**config.mk**
```make
export PLATFORM = sky130hd
export DESIGN_NAME = wb_queue_flat
export DESIGN_NICKNAME = d
export VERILOG_FILES = /design/src/rtl/wb_queue_if.sv /design/src/rtl/wb_queue.sv /design/src/flat_wrapper.sv
export SDC_FILE = /design/constraint.sdc
export NUM_CORES = 1
export LEC_CHECK = 0
export CAP_MARGIN = 40
export CORE_ASPECT_RATIO = 1.5
export CORE_MARGIN = 2
export CORE_UTILIZATION = 29
export CTS_CLUSTER_SIZE = 10
export DETAILED_ROUTE_END_ITERATION = 8
export PLACE_DENSITY_LB_ADDON = 0.3
export SKIP_CTS_REPAIR_TIMING = 1
export SYNTH_ARGS = -nofsm -noshare
export SYNTH_HDL_FRONTEND = slang
export SYNTH_SLANG_ARGS = --single-unit
```
**constraint.sdc**
```tcl
create_clock -name clk1 -period 6.4 [get_ports clk1]
set_input_delay 1.28 -clock clk1 [delete_from_list [all_inputs] [get_ports clk1]]
set_output_delay 1.28 -clock clk1 [all_outputs]
set_load 0.1 [all_outputs]
```
**src/rtl/wb_queue_if.sv**
```systemverilog
// Producer handshakes (ALU and load paths) and the register-file write port.
interface wb_queue_if #(
  parameter int XLEN = 32
);
  logic            alu_valid;
  logic            alu_ready;
  logic [4:0]      alu_rd;
  logic [XLEN-1:0] alu_data;
  logic            ld_valid;
  logic            ld_ready;
  logic [4:0]      ld_rd;
  logic [XLEN-1:0] ld_data;
  logic            gpr_en;
  logic [4:0]      gpr_addr;
  logic [XLEN-1:0] gpr_data;

  modport master (
    output alu_valid, alu_rd, alu_data, ld_valid, ld_rd, ld_data,
    input  alu_ready, ld_ready, gpr_en, gpr_addr, gpr_data
  );

  modport slave (
    input  alu_valid, alu_rd, alu_data, ld_valid, ld_rd, ld_data,
    output alu_ready, ld_ready, gpr_en, gpr_addr, gpr_data
  );
endinterface

```
**src/rtl/wb_queue.sv**
```systemverilog
// Writeback queue: arbitrates ALU/load results into a small FIFO and drains
// one entry per cycle onto the register-file write port, publishing a
// per-register pending-write mask for upstream hazard detection.
module wb_queue #(
  parameter int DEPTH = 4,
  parameter int XLEN  = 32
) (
  input  logic                     clk1,
  input  logic                     rst,
  wb_queue_if.slave                bus,
  output logic [31:0]              pending,
  output logic [$clog2(DEPTH):0]   count,
  output logic                     idle
);
  localparam int PW = $clog2(DEPTH);
  localparam logic [PW:0] FULL = DEPTH[PW:0];

  logic [PW-1:0]   wr_ptr;
  logic [PW-1:0]   rd_ptr;
  logic [4:0]      q_rd   [DEPTH];
  logic [XLEN-1:0] q_data [DEPTH];

  logic            accept;
  logic            enq;
  logic            deq;
  logic [4:0]      push_rd;
  logic [XLEN-1:0] push_data;
  logic [PW-1:0]   rel;

  // Ready from pre-edge occupancy only; load path has fixed priority.
  always_comb begin
    bus.ld_ready  = !rst && (count != FULL);
    bus.alu_ready = !rst && (count != FULL) && !bus.ld_valid;
    push_rd       = bus.ld_valid ? bus.ld_rd   : bus.alu_rd;
    push_data     = bus.ld_valid ? bus.ld_data : bus.alu_data;
    accept        = (bus.ld_valid && bus.ld_ready) || (bus.alu_valid && bus.alu_ready);
    // Writes to x0 complete the handshake but are never stored.
    enq           = accept && (push_rd != 5'd0);
    deq           = (count != '0);
  end

  // Entry storage; contents are only meaningful inside the occupied window.
  always_ff @(posedge clk1) begin
    if (enq) begin
      q_rd[wr_ptr]   <= push_rd;
      q_data[wr_ptr] <= push_data;
    end
  end

  // Pointers, occupancy and the registered write port.
  always_ff @(posedge clk1 or posedge rst) begin
    if (rst) begin
      wr_ptr       <= '0;
      rd_ptr       <= '0;
      count        <= '0;
      bus.gpr_en   <= 1'b0;
      bus.gpr_addr <= '0;
      bus.gpr_data <= '0;
    end else begin
      if (enq) wr_ptr <= wr_ptr + 1'b1;
      if (deq) begin
        rd_ptr       <= rd_ptr + 1'b1;
        bus.gpr_addr <= q_rd[rd_ptr];
        bus.gpr_data <= q_data[rd_ptr];
      end
      bus.gpr_en <= deq;
      count      <= count + {{PW{1'b0}}, enq} - {{PW{1'b0}}, deq};
    end
  end

  // Pending mask: every occupied slot (offset from head below count) plus the
  // presented write; x0 is never reported.
  always_comb begin
    pending = '0;
    rel     = '0;
    for (int unsigned i = 0; i < DEPTH; i++) begin
      rel = PW'(i) - rd_ptr;
      if ({1'b0, rel} < count) pending[q_rd[i]] = 1'b1;
    end
    if (bus.gpr_en) pending[bus.gpr_addr] = 1'b1;
    pending[0] = 1'b0;
  end

  // Idle when nothing is queued and nothing is being presented.
  always_comb begin
    idle = (count == '0) && !bus.gpr_en;
  end
endmodule

```
**src/flat_wrapper.sv**
```systemverilog
// flat-port wrapper written by rule: the top's interface ports become plain ports
module wb_queue_flat 
#(
  parameter int DEPTH = 4,
  parameter int XLEN  = 32
)
  (clk1, rst, pending, count, idle, bus_alu_valid, bus_alu_rd, bus_alu_data, bus_ld_valid, bus_ld_rd, bus_ld_data, bus_alu_ready, bus_ld_ready, bus_gpr_en, bus_gpr_addr, bus_gpr_data);
  wb_queue_if #(.XLEN(XLEN)) bus_i ();
  input  logic clk1;
  input  logic rst;
  output logic [31:0] pending;
  output logic [$clog2(DEPTH):0] count;
  output logic idle;
  input wire logic [$bits(bus_i.alu_valid)-1:0] bus_alu_valid;
  input wire logic [$bits(bus_i.alu_rd)-1:0] bus_alu_rd;
  input wire logic [$bits(bus_i.alu_data)-1:0] bus_alu_data;
  input wire logic [$bits(bus_i.ld_valid)-1:0] bus_ld_valid;
  input wire logic [$bits(bus_i.ld_rd)-1:0] bus_ld_rd;
  input wire logic [$bits(bus_i.ld_data)-1:0] bus_ld_data;
  output wire logic [$bits(bus_i.alu_ready)-1:0] bus_alu_ready;
  output wire logic [$bits(bus_i.ld_ready)-1:0] bus_ld_ready;
  output wire logic [$bits(bus_i.gpr_en)-1:0] bus_gpr_en;
  output wire logic [$bits(bus_i.gpr_addr)-1:0] bus_gpr_addr;
  output wire logic [$bits(bus_i.gpr_data)-1:0] bus_gpr_data;
  assign bus_i.alu_valid = bus_alu_valid;
  assign bus_i.alu_rd = bus_alu_rd;
  assign bus_i.alu_data = bus_alu_data;
  assign bus_i.ld_valid = bus_ld_valid;
  assign bus_i.ld_rd = bus_ld_rd;
  assign bus_i.ld_data = bus_ld_data;
  assign bus_alu_ready = bus_i.alu_ready;
  assign bus_ld_ready = bus_i.ld_ready;
  assign bus_gpr_en = bus_i.gpr_en;
  assign bus_gpr_addr = bus_i.gpr_addr;
  assign bus_gpr_data = bus_i.gpr_data;
  wb_queue #(.DEPTH(DEPTH), .XLEN(XLEN)) u_core (.clk1(clk1), .rst(rst), .bus(bus_i), .pending(pending), .count(count), .idle(idle));
endmodule
```
Yosys cells after proc, flatten, opt, wreduce, memory -nomap -nowiden
Memories as Yosys holds them, arrays and structs flattened. A register that Yosys moved wholly into a read port is not among the register bits. Index checks and enable logic that the tools add are counted.

Equal/unequal tests: 1. Bitwise operators: 4. $lt $le $gt $ge: 14. Add/sub/neg operators: 8. Mux-type cells: 19. Reduce and logical (&&, ||, !) cells: 18.

Operators by type and width (number): $mux W32 (6); $or A32 B32 Y32 (4); $lt A5 B6 Y1 const B (5); $demux W1 S5 (5); $ge A5 B1 Y1 const B (5); $lt A2 B3 Y1 (4); $logic_and A1 B1 Y1 (11); $mux W1 (7); $mux W5 (1); $reduce_bool A5 Y1 (1); $add A2 B1 Y2 const B (2); $sub A1 B2 Y2 const A (2); $sub A2 B2 Y2 const A (2); $add A3 B1 Y3 (1); $logic_not A1 Y1 (3); $logic_not A3 Y1 (1); $ne A3 B3 Y1 const B (1); $reduce_bool A3 Y1 (1); $sub A3 B1 Y3 (1); $logic_or A1 B1 Y1 (1).

Logic and storage cells: 70. Memory bits (writable): 148. Bits of input ports: 78. Output and inout bits: 76. Memories: 2. Flip-flop bits (word level): 8.

Memory list: u_core.q_data (depth 4, width 32, rd ports 1, clocked after memory_dff 1, wr ports 1, RTL line wb_queue.sv:21) `logic [XLEN-1:0] q_data [DEPTH];`; u_core.q_rd (depth 4, width 5, rd ports 5, clocked after memory_dff 1, wr ports 1, RTL line wb_queue.sv:20) `logic [4:0] q_rd [DEPTH];`.

Logic depth before layout (Yosys ltp)
An unclocked memory read counts as a cell.

Depth after elaboration: 14. Gate-level depth with buffers: 10. Mapped depth without buffers: 9.

Least setup slack after synthesis
OpenSTA, ideal clock, no wires.

Path kind: flip-flop to output port. From: register u_core.count[1]. To: output pending[11]. Path slack: 0.482 ns. Data required time: 5.120 ns. Arrival: 4.638 ns. Path buffers: 1. Stages on the path, launching flop included: 7. Cell sequence: dfrtp_1 inv_1 ha_1 nor2b_1 buf_4 a2111o_1 o311ai_1.

Longest elaborated chain between the ends: 10. Elaborated cells between the ends (all ways): 13. Classes of those cells: 4 x order compare; 5 x mux; 4 x bitwise.

RTL lines: start: declaration (RTL line wb_queue.sv:12) `output logic [$clog2(DEPTH):0] count,`; start signal: assignment (RTL line wb_queue.sv:67) `count <= count + {{PW{1'b0}}, enq} - {{PW{1'b0}}, deq};`; $lt A2 B3 Y1 (RTL line wb_queue.sv:78) `if ({1'b0, rel} < count) pending[q_rd[i]] = 1'b1;`; $mux W32 (RTL line wb_queue.sv:78); $or A32 B32 Y32 (no line); $mux W32 (RTL line wb_queue.sv:78); $or A32 B32 Y32 (no line); $mux W32 (RTL line wb_queue.sv:78); $or A32 B32 Y32 (no line); $mux W32 (*) (RTL line wb_queue.sv:78); $or A32 B32 Y32 (no line); $mux W32 (*) (RTL line wb_queue.sv:80) `if (bus.gpr_en) pending[bus.gpr_addr] = 1'b1;`; end: declaration (RTL line flat_wrapper.sv:11) `output logic [31:0] pending;`.

Every way passes the cells marked *; elsewhere a longest branch is shown, timed or not.

Worst setup path in the final report
From: register u_core.rd_ptr[0]. To: output pending[6].

Longest elaborated chain between the ends: 11. Elaborated cells between the ends (all ways): 17. Classes of those cells: 4 x add/sub; 4 x order compare; 5 x mux; 4 x bitwise.

RTL lines: start: declaration (RTL line wb_queue.sv:19) `logic [PW-1:0] rd_ptr;`; start signal: assignment (RTL line wb_queue.sv:62) `rd_ptr <= rd_ptr + 1'b1;`; $sub A1 B2 Y2 (RTL line wb_queue.sv:77) `rel = PW'(i) - rd_ptr;`; $lt A2 B3 Y1 (RTL line wb_queue.sv:78); $mux W32 (RTL line wb_queue.sv:78); $or A32 B32 Y32 (no line); $mux W32 (RTL line wb_queue.sv:78); $or A32 B32 Y32 (no line); $mux W32 (RTL line wb_queue.sv:78); $or A32 B32 Y32 (no line); $mux W32 (*) (RTL line wb_queue.sv:78); $or A32 B32 Y32 (no line); $mux W32 (*) (RTL line wb_queue.sv:80).

Marked as above.

==> flow_summary.ini <==
[setup_path]
arrival_ps = 3680
max_stage_delay_ps = 840
reg2regPathDepth = 7
crit_required_ps = 5120
worstSetupPathType = flop to primary output
setup.worst_path.start_class = flop
r2r_start = u_core.count[0]
cp_slowest_cell = a2111oi_1
rrSetupSlack_ps = 3640
worstSetupEndpointType = primary output
reg2reg_to = u_core.q_data[2][22]
path_cells = xor2_1, inv_1, ha_1, nor2b_1, a2111oi_1, a22oi_1, nand3_1, clkdlybuf4s50_1, buf_8
cp_max_fo = 9
cp-startpoint = u_core.rd_ptr[0]

[drt]
vias = 6730
wirelength_mm = 27.4
routed_via_density = 4.99
wire_per_inst_um = 20.3
dr.pass1.iters = 5
drc = 0
drt_iter0_markers = 276
route.antenna.remaining_nets = 0

[placement]
port_buffers = 152
placed_area_sq_um = 12700
routabilityCongestion = 0.916
placedCellCount = 1318
hpwl_mm = 20.0

[cells_and_area]
nNetsFinal = 1016
final_common_cell = edfxtp_1
fin_cells = 1350
fin_area_sq_um = 13300
area_delta_synth_final_pct = 42.9
final_core_util = 0.420
n_antenna_cell = 0
final_cell_mix = 148 x edfxtp_1, 147 x nand2_1, 147 x clkdlybuf4s50_1, 47 x buf_8, 43 x dfrtp_1
drive_gt1_frac = 0.238

[timing]
hold_violations = 0
setup_viol = 0
post-route-period-util = 0.775
whs_ps = 467
fin_skew_ps = 8.99
fmax_mhz = 202
fin_crit_ps = 4960
worst_slew_pin_slew_ps = 896
rsz0062_at_grt = false
drv_slew = 0
relSlewSlack = 0.401
tns_ps = 0

[hold_path]
hp-start = u_core.bus.gpr_data[23]
whs_endpoint = u_core.bus.gpr_data[23]
min_path_type = flop to flop
hold_depth = 2

[floorplanning]
die_w_um = 150
io_pins = 154
die_height_um = 224
die_area_sq_um = 33700
rows = 80
core-area_sq_um = 31700
initial_utilization = 0.294

[clocking]
cts-buffers-inserted = 17
max-clock-path-buffers = 2
clock_sinks = 193
htree_num_levels = 4
insertion_delay_ps = 420
cts_tree = built
clkTransAtPathRegs_ps = 70
root_buffer = clkbuf_16

[grt]
antenna_found_initial = 0
grt_pass1_vias = 6914
overflow = 0
grt_max_degree = 46
track_usage = 0.167
grt_pass1_wl_mm = 41.6

[synthesis]
synthArstFlopShare = 0.233
synth_area_sq_um = 9330
netlist_instances = 699
ys_seq_area_frac = 0.597
synth_warnings = 0
synth-seq-cells = 193
syn-num-nets = 788
synth_area_leaders = edfxtp_1 48%, dfrtp_1 12%, mux4_2 8.9%
synth_edf_count = 148
yosys.area.top_type = edfxtp_1
synth.distinct_cells = 57
synth_area_per_cell_sq_um = 13.3
synth_top_area_frac = 0.476
synth_flop_cell = edfxtp_1

[flow_run]
maxCapViolCount = 0

[power_and_ir_drop]
peakVddDrop_mv = 0.240
power.leakage_nw = 4.88
powerDensity_nw_per_um2 = 555

[outcome]
status = completed
## power breakdown
group          switching, mW  internal [mW]
Clock                  0.471          0.579
Combinational           2.77           1.68
Sequential             0.225           1.68
## synthesized netlist by cell type, types with 3 or more instances
| cell | instances |
|---|---|
| a2111oi_2 | 3 |
| clkbuf_1 | 11 |
| nand2b_1 | 8 |
| buf_2 | 4 |
| inv_1 | 22 |
| dfrtp_1 | 45 |
| a32oi_1 | 8 |
| nand4b_1 | 3 |
| a21oi_1 | 25 |
| xnor2_1 | 4 |
| nor3b_1 | 10 |
| buf_6 | 3 |
| nand3_1 | 25 |
| mux4_2 | 37 |
| o211ai_1 | 4 |
| and3_1 | 3 |
| edfxtp_1 | 148 |
| nand2_1 | 147 |
| nor2_1 | 32 |
| nor2b_1 | 7 |
| buf_1 | 10 |
| ha_1 | 10 |
| mux2_2 | 38 |
| a22oi_1 | 24 |
| nor4_1 | 5 |
| a2111oi_1 | 4 |
| and3b_1 | 6 |
| nor3_1 | 11 |
| a2111oi_4 | 6 |
## cell families after synthesis
group	after synthesis	synth area share
and+or+nand+nor	273	0.139
DFF	193	0.597
AOI/OAI and AO/OA	87	0.0819
muxes	75	0.135
buffers and inverters	53	0.0252
adders and majority gates	11	0.0156
xor gates and xnor gates	6	0.00563
other	1	0.000402
## worst max path at each step
stage / depth (start not counted) / slack, ps / endpoint
after global placement: 6 / 1160 / pending[29]
after floorplan: 6 / 480 / pending[11]
after global routing: 9 / 1290 / pending[14]
final: 9 / 1440 / pending[6]
after CTS: 9 / 1480 / pending[6]
after detailed placement: 9 / 1970 / pending[12]
## critical path: cells and delay by family, from the launching register on
kind / cells / cell delay [ps]
buf+inv: 3 / 810
fa+ha+maj: 1 / 280
compound gates: 2 / 1080
simple gates: 2 / 400
flops: 1 / 480
xor+xnor: 1 / 220
## state kept, by name (all words and copies together), names as in the netlist
register             flops
u_core.q_rd             20
u_core.wr_ptr            2
u_core.rd_ptr            2
u_core.bus.gpr_en        1
u_core.bus.gpr_addr      5
u_core.q_data          128
u_core.bus.gpr_data     32
u_core.count             3
## area by class of cell
type | instances | area (sq um)
repair buffers | 240 | 3010
flip-flops and latches | 193 | 5580
fillers | 2918 | 18400
well taps | 410 | 513
multi-input cells | 453 | 3570
inverters | 22 | 82.6
clock buffers | 20 | 468
clock inverters | 12 | 123
## metrics by stage
step	total power [mW]	setup slack [ps]
2_1_floorplan	4.59	482
3_3_place_gp	5.54	1160
3_5_place_dp	6.43	1970
4_1_cts	7.50	1480
5_1_grt	7.75	1290
6_report	7.40	1440
## metal layers
layer,wire (um),track usage,part of all wire,up-vias
met2,14800,0.300,0.54,235
li1,-,-,-,3098
met5,0,0,0,-
met4,1900,0.117,0.070,0
met1,9790,0.180,0.36,3321
met3,899,0.0189,0.033,76
(Power assumes the default switching activity.)
